## src/rtl/cpu_pkg.sv

```systemverilog
`default_nettype none
// ============================================================================
// Module   : cpu_pkg
// Brief    : Shared fetch-path widths, NOP encoding and fetch FSM states.
// Revision : 1.0 - initial release
// ============================================================================
package cpu_pkg;

    localparam int          c_ADDR_W   = 32;
    localparam int          c_DATA_W   = 32;
    localparam logic [31:0] c_NOP_INST = 32'h0000_0000;

    typedef enum logic [1:0] {
        IDLE  = 2'd0,
        ISSUE = 2'd1,
        WAIT  = 2'd2,
        HOLD  = 2'd3
    } fetch_state_e;

endpackage
`default_nettype wire

```

## src/rtl/if_hold_buf.sv

```systemverilog
`default_nettype none
// ============================================================================
// Module   : if_hold_buf
// Brief    : One-entry instruction/PC skid buffer used while ID is stalled.
// Revision : 1.0 - initial release
// ============================================================================
module if_hold_buf
    import cpu_pkg::*;
#(
    parameter int ADDR_W = c_ADDR_W,
    parameter int DATA_W = c_DATA_W
) (
    input  logic              clk_i,
    input  logic              rst_i,
    input  logic              i_load,
    input  logic              i_clear,
    input  logic [DATA_W-1:0] i_data,
    input  logic [ADDR_W-1:0] i_addr,
    output logic [DATA_W-1:0] o_data,
    output logic [ADDR_W-1:0] o_addr
);

    logic [DATA_W-1:0] r_data;
    logic [ADDR_W-1:0] r_addr;

    always_ff @(posedge clk_i or negedge rst_i) begin
        if (!rst_i) begin
            r_data <= '0;
            r_addr <= '0;
        end else if (i_clear) begin
            r_data <= '0;
            r_addr <= '0;
        end else if (i_load) begin
            r_data <= i_data;
            r_addr <= i_addr;
        end
    end

    assign o_data = r_data;
    assign o_addr = r_addr;

endmodule
`default_nettype wire

```

## src/rtl/if_fetch_ctrl.sv

```systemverilog
`default_nettype none
// ============================================================================
// Module   : if_fetch_ctrl
// Brief    : Req/ack instruction fetch controller feeding IF/ID, driving PC write.
// Revision : 1.0 - initial release
// ============================================================================
module if_fetch_ctrl
    import cpu_pkg::*;
#(
    parameter int                ADDR_W   = c_ADDR_W,
    parameter int                DATA_W   = c_DATA_W,
    parameter logic [DATA_W-1:0] NOP_INST = c_NOP_INST
) (
    input  logic              clk_i,
    input  logic              rst_i,
    input  logic              start_i,
    input  logic [ADDR_W-1:0] pc_i,
    output logic              pc_write_o,
    input  logic              hazard_stall_i,
    input  logic              flush_i,
    output logic              imem_req_o,
    output logic [ADDR_W-1:0] imem_addr_o,
    input  logic              imem_ack_i,
    input  logic [DATA_W-1:0] imem_rdata_i,
    output logic [DATA_W-1:0] inst_o,
    output logic [ADDR_W-1:0] inst_pc_o,
    output logic              inst_valid_o
);

    fetch_state_e      r_state;
    fetch_state_e      w_state_nxt;
    logic              r_req;
    logic              r_drop;
    logic              r_valid;
    logic [ADDR_W-1:0] r_addr;
    logic [ADDR_W-1:0] r_inst_pc;
    logic [DATA_W-1:0] r_inst;
    logic [DATA_W-1:0] w_buf_data;
    logic [ADDR_W-1:0] w_buf_addr;

    logic w_active;
    logic w_flush;
    logic w_ack_wait;
    logic w_keep;
    logic w_deliver_mem;
    logic w_to_hold;
    logic w_deliver_buf;
    logic w_latch;

    assign w_active      = (r_state != IDLE);
    assign w_flush       = w_active && flush_i;
    assign w_ack_wait    = (r_state == WAIT) && imem_ack_i;
    // Data returned for a request that was overtaken by a branch is dropped.
    assign w_keep        = w_ack_wait && !r_drop && !flush_i;
    assign w_deliver_mem = w_keep && !hazard_stall_i;
    assign w_to_hold     = w_keep && hazard_stall_i;
    assign w_deliver_buf = (r_state == HOLD) && !flush_i && !hazard_stall_i;
    assign w_latch       = (r_state == ISSUE) && start_i && !flush_i;

    assign pc_write_o = w_active &&
                        (flush_i ||
                         (w_ack_wait && !r_drop && !hazard_stall_i) ||
                         ((r_state == HOLD) && !hazard_stall_i));

    always_ff @(posedge clk_i or negedge rst_i) begin
        if (!rst_i) begin
            r_state <= IDLE;
        end else begin
            r_state <= w_state_nxt;
        end
    end

    always_comb begin
        w_state_nxt = r_state;
        case (r_state)
            IDLE: begin
                if (start_i) w_state_nxt = ISSUE;
            end
            ISSUE: begin
                if (flush_i)      w_state_nxt = ISSUE;
                else if (start_i) w_state_nxt = WAIT;
                else              w_state_nxt = IDLE;
            end
            WAIT: begin
                if (imem_ack_i) w_state_nxt = w_to_hold ? HOLD : ISSUE;
            end
            HOLD: begin
                if (flush_i || !hazard_stall_i) w_state_nxt = ISSUE;
            end
            default: w_state_nxt = IDLE;
        endcase
    end

    always_ff @(posedge clk_i or negedge rst_i) begin
        if (!rst_i) begin
            r_req  <= 1'b0;
            r_addr <= '0;
            r_drop <= 1'b0;
        end else begin
            if (w_latch) begin
                r_req  <= 1'b1;
                r_addr <= pc_i;
            end else if (w_ack_wait) begin
                r_req  <= 1'b0;
            end
            if (w_ack_wait)                         r_drop <= 1'b0;
            else if ((r_state == WAIT) && flush_i)  r_drop <= 1'b1;
        end
    end

    always_ff @(posedge clk_i or negedge rst_i) begin
        if (!rst_i) begin
            r_inst    <= NOP_INST;
            r_inst_pc <= '0;
            r_valid   <= 1'b0;
        end else if (w_flush) begin
            r_inst    <= NOP_INST;
            r_valid   <= 1'b0;
        end else if (w_deliver_mem) begin
            r_inst    <= imem_rdata_i;
            r_inst_pc <= r_addr;
            r_valid   <= 1'b1;
        end else if (w_deliver_buf) begin
            r_inst    <= w_buf_data;
            r_inst_pc <= w_buf_addr;
            r_valid   <= 1'b1;
        end else if (!hazard_stall_i) begin
            r_inst    <= NOP_INST;
            r_valid   <= 1'b0;
        end
    end

    if_hold_buf #(
        .ADDR_W (ADDR_W),
        .DATA_W (DATA_W)
    ) u_hold_buf (
        .clk_i   (clk_i),
        .rst_i   (rst_i),
        .i_load  (w_to_hold),
        .i_clear (w_flush),
        .i_data  (imem_rdata_i),
        .i_addr  (r_addr),
        .o_data  (w_buf_data),
        .o_addr  (w_buf_addr)
    );

    assign imem_req_o   = r_req;
    assign imem_addr_o  = r_addr;
    assign inst_o       = r_inst;
    assign inst_pc_o    = r_inst_pc;
    assign inst_valid_o = r_valid;

endmodule
`default_nettype wire

```

## config.mk

```make
export PLATFORM = sky130hd
export DESIGN_NAME = if_fetch_ctrl
export DESIGN_NICKNAME = d
export VERILOG_FILES = /design/src/rtl/cpu_pkg.sv /design/src/rtl/if_hold_buf.sv /design/src/rtl/if_fetch_ctrl.sv
export SDC_FILE = /design/constraint.sdc
export NUM_CORES = 1
export LEC_CHECK = 0
export CAP_MARGIN = 40
export CORE_ASPECT_RATIO = 0.5
export CORE_MARGIN = 3
export CORE_UTILIZATION = 50
export DETAILED_ROUTE_END_ITERATION = 10
export GPL_ROUTABILITY_DRIVEN = 0
export GPL_TIMING_DRIVEN = 0
export MAX_ROUTING_LAYER = met4
export PLACE_DENSITY = 0.9
export SYNTH_ARGS = -nofsm -noshare
export SYNTH_HDL_FRONTEND = slang
export SYNTH_HIERARCHICAL = 1
export SYNTH_SLANG_ARGS = --single-unit
```

## constraint.sdc

```tcl
create_clock -name clk_i -period 2.9 [get_ports clk_i]
set_input_delay 0.29 -clock clk_i [delete_from_list [all_inputs] [get_ports clk_i]]
set_output_delay 0.29 -clock clk_i [all_outputs]
set_load 0.05 [all_outputs]
```

==> flow_metrics.py <==
metrics = {
    "detailed_routing": {
        "drt-wirelength-per-cell_um": 19.2,
        "vias_per_cell": 5.54,
        "drc": 0,
        "firstDrtPassIters": 5,
        "drt_wl_total_mm": 18.4,
        "routed-via-count": 5312,
        "detail-route-antenna-nets": 0,
        "first_iter_violations": 345,
    },
    "clocking": {
        "cts-root-to-sink-buffers": 2,
        "numClockSinks": 165,
        "cts-htree-levels": 4,
        "cts.reportedPaths.clkPinSlew_ns": 0.06,
        "cts_tree": "yes",
        "number_of_buffers_inserted_during_clock_tree_synthesis": 17,
        "root_buffer": "sky130_fd_sc_hd__clkbuf_16",
        "clk-insertion-delay-late_ns": 0.42,
    },
    "timing": {
        "slew_headroom": 0.605,
        "grt_setup_unrepaired": "no",
        "fin_worst_skew_ns": 0.0105,
        "final-max-slew-violation-count": 0,
        "fin_hold_ws_ns": 0.257,
        "worst_pin_slew_ns": 0.593,
        "layout_worst_path_cycle_share": 0.931,
        "hold_violations": 0,
        "setup_viol_count_final": 0,
        "fmax_mhz": 370,
        "period_minus_slack_ns": 2.70,
    },
    "grt": {
        "maximum_number_of_pins_on_one_net_before_global_route_repair": 113,
        "overflow": 0,
        "gr-usage-all-layers": 0.241,
        "grt_pass1_wl_mm": 30.2,
        "grt_antenna_before_repair": 0,
        "vias_in_the_first_global_route": 5711,
    },
    "synthesis": {
        "synth.distinct_cells": 36,
        "synth_largest_type_area_fraction": 0.571,
        "synth_seq_cells": 165,
        "syn-instance-count": 566,
        "netlist.top_cell.by_area": "sky130_fd_sc_hd__dfrtp_1",
        "synth.yosys.warnings": 6,
        "share_of_synthesized_area_occupied_by_flip_flops_and_latches": 0.571,
        "number_of_nets_in_the_synthesized_netlist": 640,
        "post_synth.cell_area_avg_um2": 12.8,
        "netlist_top_cells_area": "sky130_fd_sc_hd__dfrtp_1, sky130_fd_sc_hd__mux2i_1, sky130_fd_sc_hd__a221o_1, sky130_fd_sc_hd__mux2_1, sky130_fd_sc_hd__o2bb2ai_1",
        "netlist_area_um2": 7240,
    },
    "run": {
        "max-cap-violations": 0,
    },
    "place": {
        "sum_of_net_half_perimeters_after_detailed_placement_mm": 12.4,
        "quantity_of_i_o_buffers_inserted_on_ports": 167,
        "dpl-instance-area_um2": 9180,
        "post-place-cells": 926,
    },
    "power": {
        "leakage_nw": 4.51,
        "p_per_area_nw_per_um2": 896,
        "ir_worst_vdd_v": 0.000743,
    },
    "worst_setup_path": {
        "cp_cell_sequence": "inv_1, ha_1, and3b_1, buf_2, o21ai_1, a21oi_1, clkdlybuf4s15_2",
        "critical_path.endpoint": "pc_write_o",
        "r2r-start": "r_state[0]$_DFFE_PN0P_",
        "startpoint_type": "flip-flop",
        "max_stage_delay_ns": 0.41,
        "timing.critical_path.from": "r_state[0]$_DFFE_PN0P_",
        "r2r_slack_ns": 0.46,
        "worst-endpoint-arrival_ns": 2.41,
        "worst_ep_required_time_ns": 2.61,
        "critical_path.reg2reg.endpoint": "u_hold_buf/o_data[20]$_DFFE_PN0P_",
        "worst-path-max-fanout": 16,
        "path_depth_of_the_worst_reg2reg_path": 10,
        "critical_path.slowest_cell": "sky130_fd_sc_hd__dfrtp_1",
        "endpoint_kind": "primary output",
        "setup.worst_path.class": "flip-flop to primary output",
    },
    "min_path": {
        "min_path_cells": 3,
        "worstHoldPathType": "input port to flip-flop",
    },
    "cells_and_area": {
        "proportion_of_layout_cells_with_a_drive_suffix_above_1": 0.0875,
        "fin_util": 0.705,
        "stdcell_count": 958,
        "final_area_um2": 9770,
        "area_growth_pct": 35.0,
        "nNetsFinal": 827,
        "antenna_cells_inserted": 0,
    },
    "floorplanning": {
        "placementRows": 30,
        "floorplan.initialDensity": 0.522,
        "die_w_um": 176,
        "floorplan.die_area_um2": 16000,
        "fp.dieH_um": 91.1,
        "boundaryPins": 169,
        "area_of_the_placeable_core_um2": 13900,
    },
    "status": {
        "run_status": "complete, no violations",
    },
}
-- per-stage QoR --
stage | total power, mW | worst slack [ns] | setup TNS [ns]
final | 8.75 | 0.199 | 0
after global routing | 9.09 | 0.0840 | 0
after CTS | 8.80 | 0.230 | 0
after detailed placement | 6.55 | -0.0374 | -0.0374
after global placement | 6.47 | -5.04 | -827.88
after floorplan | 5.22 | 0.538 | 0
-- cell usage in the layout, fill, tap and decap left out, drive strengths merged, types with 4 or more instances in the layout --
master	count
dfrtp	165
clkdlybuf4s50	165
mux2i	97
nor2	66
o2bb2ai	33
and3	33
buf	33
and2	32
a221o	32
mux2	32
clkbuf	32
inv	9
nand2	4
ha	4
clkinvlp	4
-- flip-flops by register name, summed over array words and instances, names as in the netlist --
name,flops
inst_pc_o,32
r_drop,1
imem_req_o,1
u_hold_buf/o_addr,32
inst_valid_o,1
inst_o,32
u_hold_buf/o_data,32
imem_addr_o,32
r_state,2
-- power by group --
part           internal [mW]  switching [mW]
logic                   1.16            2.20
clock network           1.28           0.958
registers               2.75           0.399
total                   5.19            3.56
-- worst min path at each step --
stage                                   startpoint  slack (ns)                                 to
after global routing                       flush_i        0.28                 r_drop$_DFFE_PN0P_
final                                      flush_i        0.26                 r_drop$_DFFE_PN0P_
after global placement    inst_valid_o$_DFFE_PN0P_        0.46           inst_valid_o$_DFFE_PN0P_
after detailed placement                     rst_i        0.23  u_hold_buf/o_data[14]$_DFFE_PN0P_
after CTS                                  flush_i        0.24                 r_drop$_DFFE_PN0P_
after floorplan                              rst_i      -0.006         imem_addr_o[0]$_DFFE_PN0P_
-- layout make-up --
type,instances,area (um^2)
Clock buffer,19,433
Clock inverter,13,148
Timing Repair Buffer,169,1720
Multi-Input combinational cell,351,2790
Inverter,5,18.8
Buffer,44,290
Tap cell,192,240
Fill cell,974,4080
Sequential cell,165,4130
-- worst max-delay path, delay by kind of cell, from the launching register on --
family                   cells  cell delay, ns
buffers and inverters        3            0.81
flip-flops                   1            0.41
adder cells (fa/ha/maj)      1            0.30
AND/OR/NAND/NOR              1            0.19
AO/OA/AOI/OAI                2            0.28
-- routing by layer --
metal  wire [um]  vias up  GRT usage
li1            -     2422          -
met1        8000     2698      0.311
met2        9150      147      0.389
met3         689       45     0.0405
met4         509        0     0.0889
met5           0        -          -
-- cells in the mapped netlist --
| master | instances |
|---|---|
| sky130_fd_sc_hd__a211oi_1 | 1 |
| sky130_fd_sc_hd__a21bo_1 | 1 |
| sky130_fd_sc_hd__a21oi_1 | 3 |
| sky130_fd_sc_hd__a221o_1 | 32 |
| sky130_fd_sc_hd__and2_1 | 32 |
| sky130_fd_sc_hd__and2b_1 | 1 |
| sky130_fd_sc_hd__and3_1 | 32 |
| sky130_fd_sc_hd__and3_4 | 1 |
| sky130_fd_sc_hd__and3b_1 | 1 |
| sky130_fd_sc_hd__buf_1 | 7 |
| sky130_fd_sc_hd__buf_2 | 12 |
| sky130_fd_sc_hd__buf_4 | 1 |
| sky130_fd_sc_hd__buf_6 | 5 |
| sky130_fd_sc_hd__buf_8 | 6 |
| sky130_fd_sc_hd__clkbuf_1 | 13 |
| sky130_fd_sc_hd__clkbuf_2 | 1 |
| sky130_fd_sc_hd__dfrtp_1 | 165 |
| sky130_fd_sc_hd__ha_1 | 4 |
| sky130_fd_sc_hd__inv_1 | 4 |
| sky130_fd_sc_hd__inv_2 | 1 |
| sky130_fd_sc_hd__mux2_1 | 28 |
| sky130_fd_sc_hd__mux2_2 | 4 |
| sky130_fd_sc_hd__mux2i_1 | 97 |
| sky130_fd_sc_hd__nand2_1 | 4 |
| sky130_fd_sc_hd__nand2b_1 | 1 |
| sky130_fd_sc_hd__nand3_1 | 1 |
| sky130_fd_sc_hd__nand3b_1 | 3 |
| sky130_fd_sc_hd__nand4_1 | 1 |
| sky130_fd_sc_hd__nor2_1 | 64 |
| sky130_fd_sc_hd__nor2_2 | 2 |
| sky130_fd_sc_hd__nor3_1 | 1 |
| sky130_fd_sc_hd__o21ai_1 | 1 |
| sky130_fd_sc_hd__o21ai_2 | 1 |
| sky130_fd_sc_hd__o2bb2ai_1 | 33 |
| sky130_fd_sc_hd__o31a_1 | 1 |
| sky130_fd_sc_hd__or2b_1 | 1 |
-- cell families (layout without fill, tap and decap cells) --
group / count (synthesis) / in the layout / share of synthesized area
flops: 165 / 165 / 0.571
fa+ha+maj: 4 / 4 / 0.00692
simple gates: 145 / 145 / 0.103
buf+inv: 50 / 250 / 0.0432
compound gates: 73 / 73 / 0.0918
mux: 129 / 129 / 0.184
-- what timing repair did --
| action | 4_1_cts | 5_1_grt |
|---|---|---|
| setup buffers | 0 | 0 |
| resized for setup | 3 | 0 |
| hold buffers | 1 | 0 |
| setup endpoints to repair | 1 | 0 |
| hold endpoints to repair | 53 | 0 |
No activity file was read; power rests on OpenSTA's default activity.
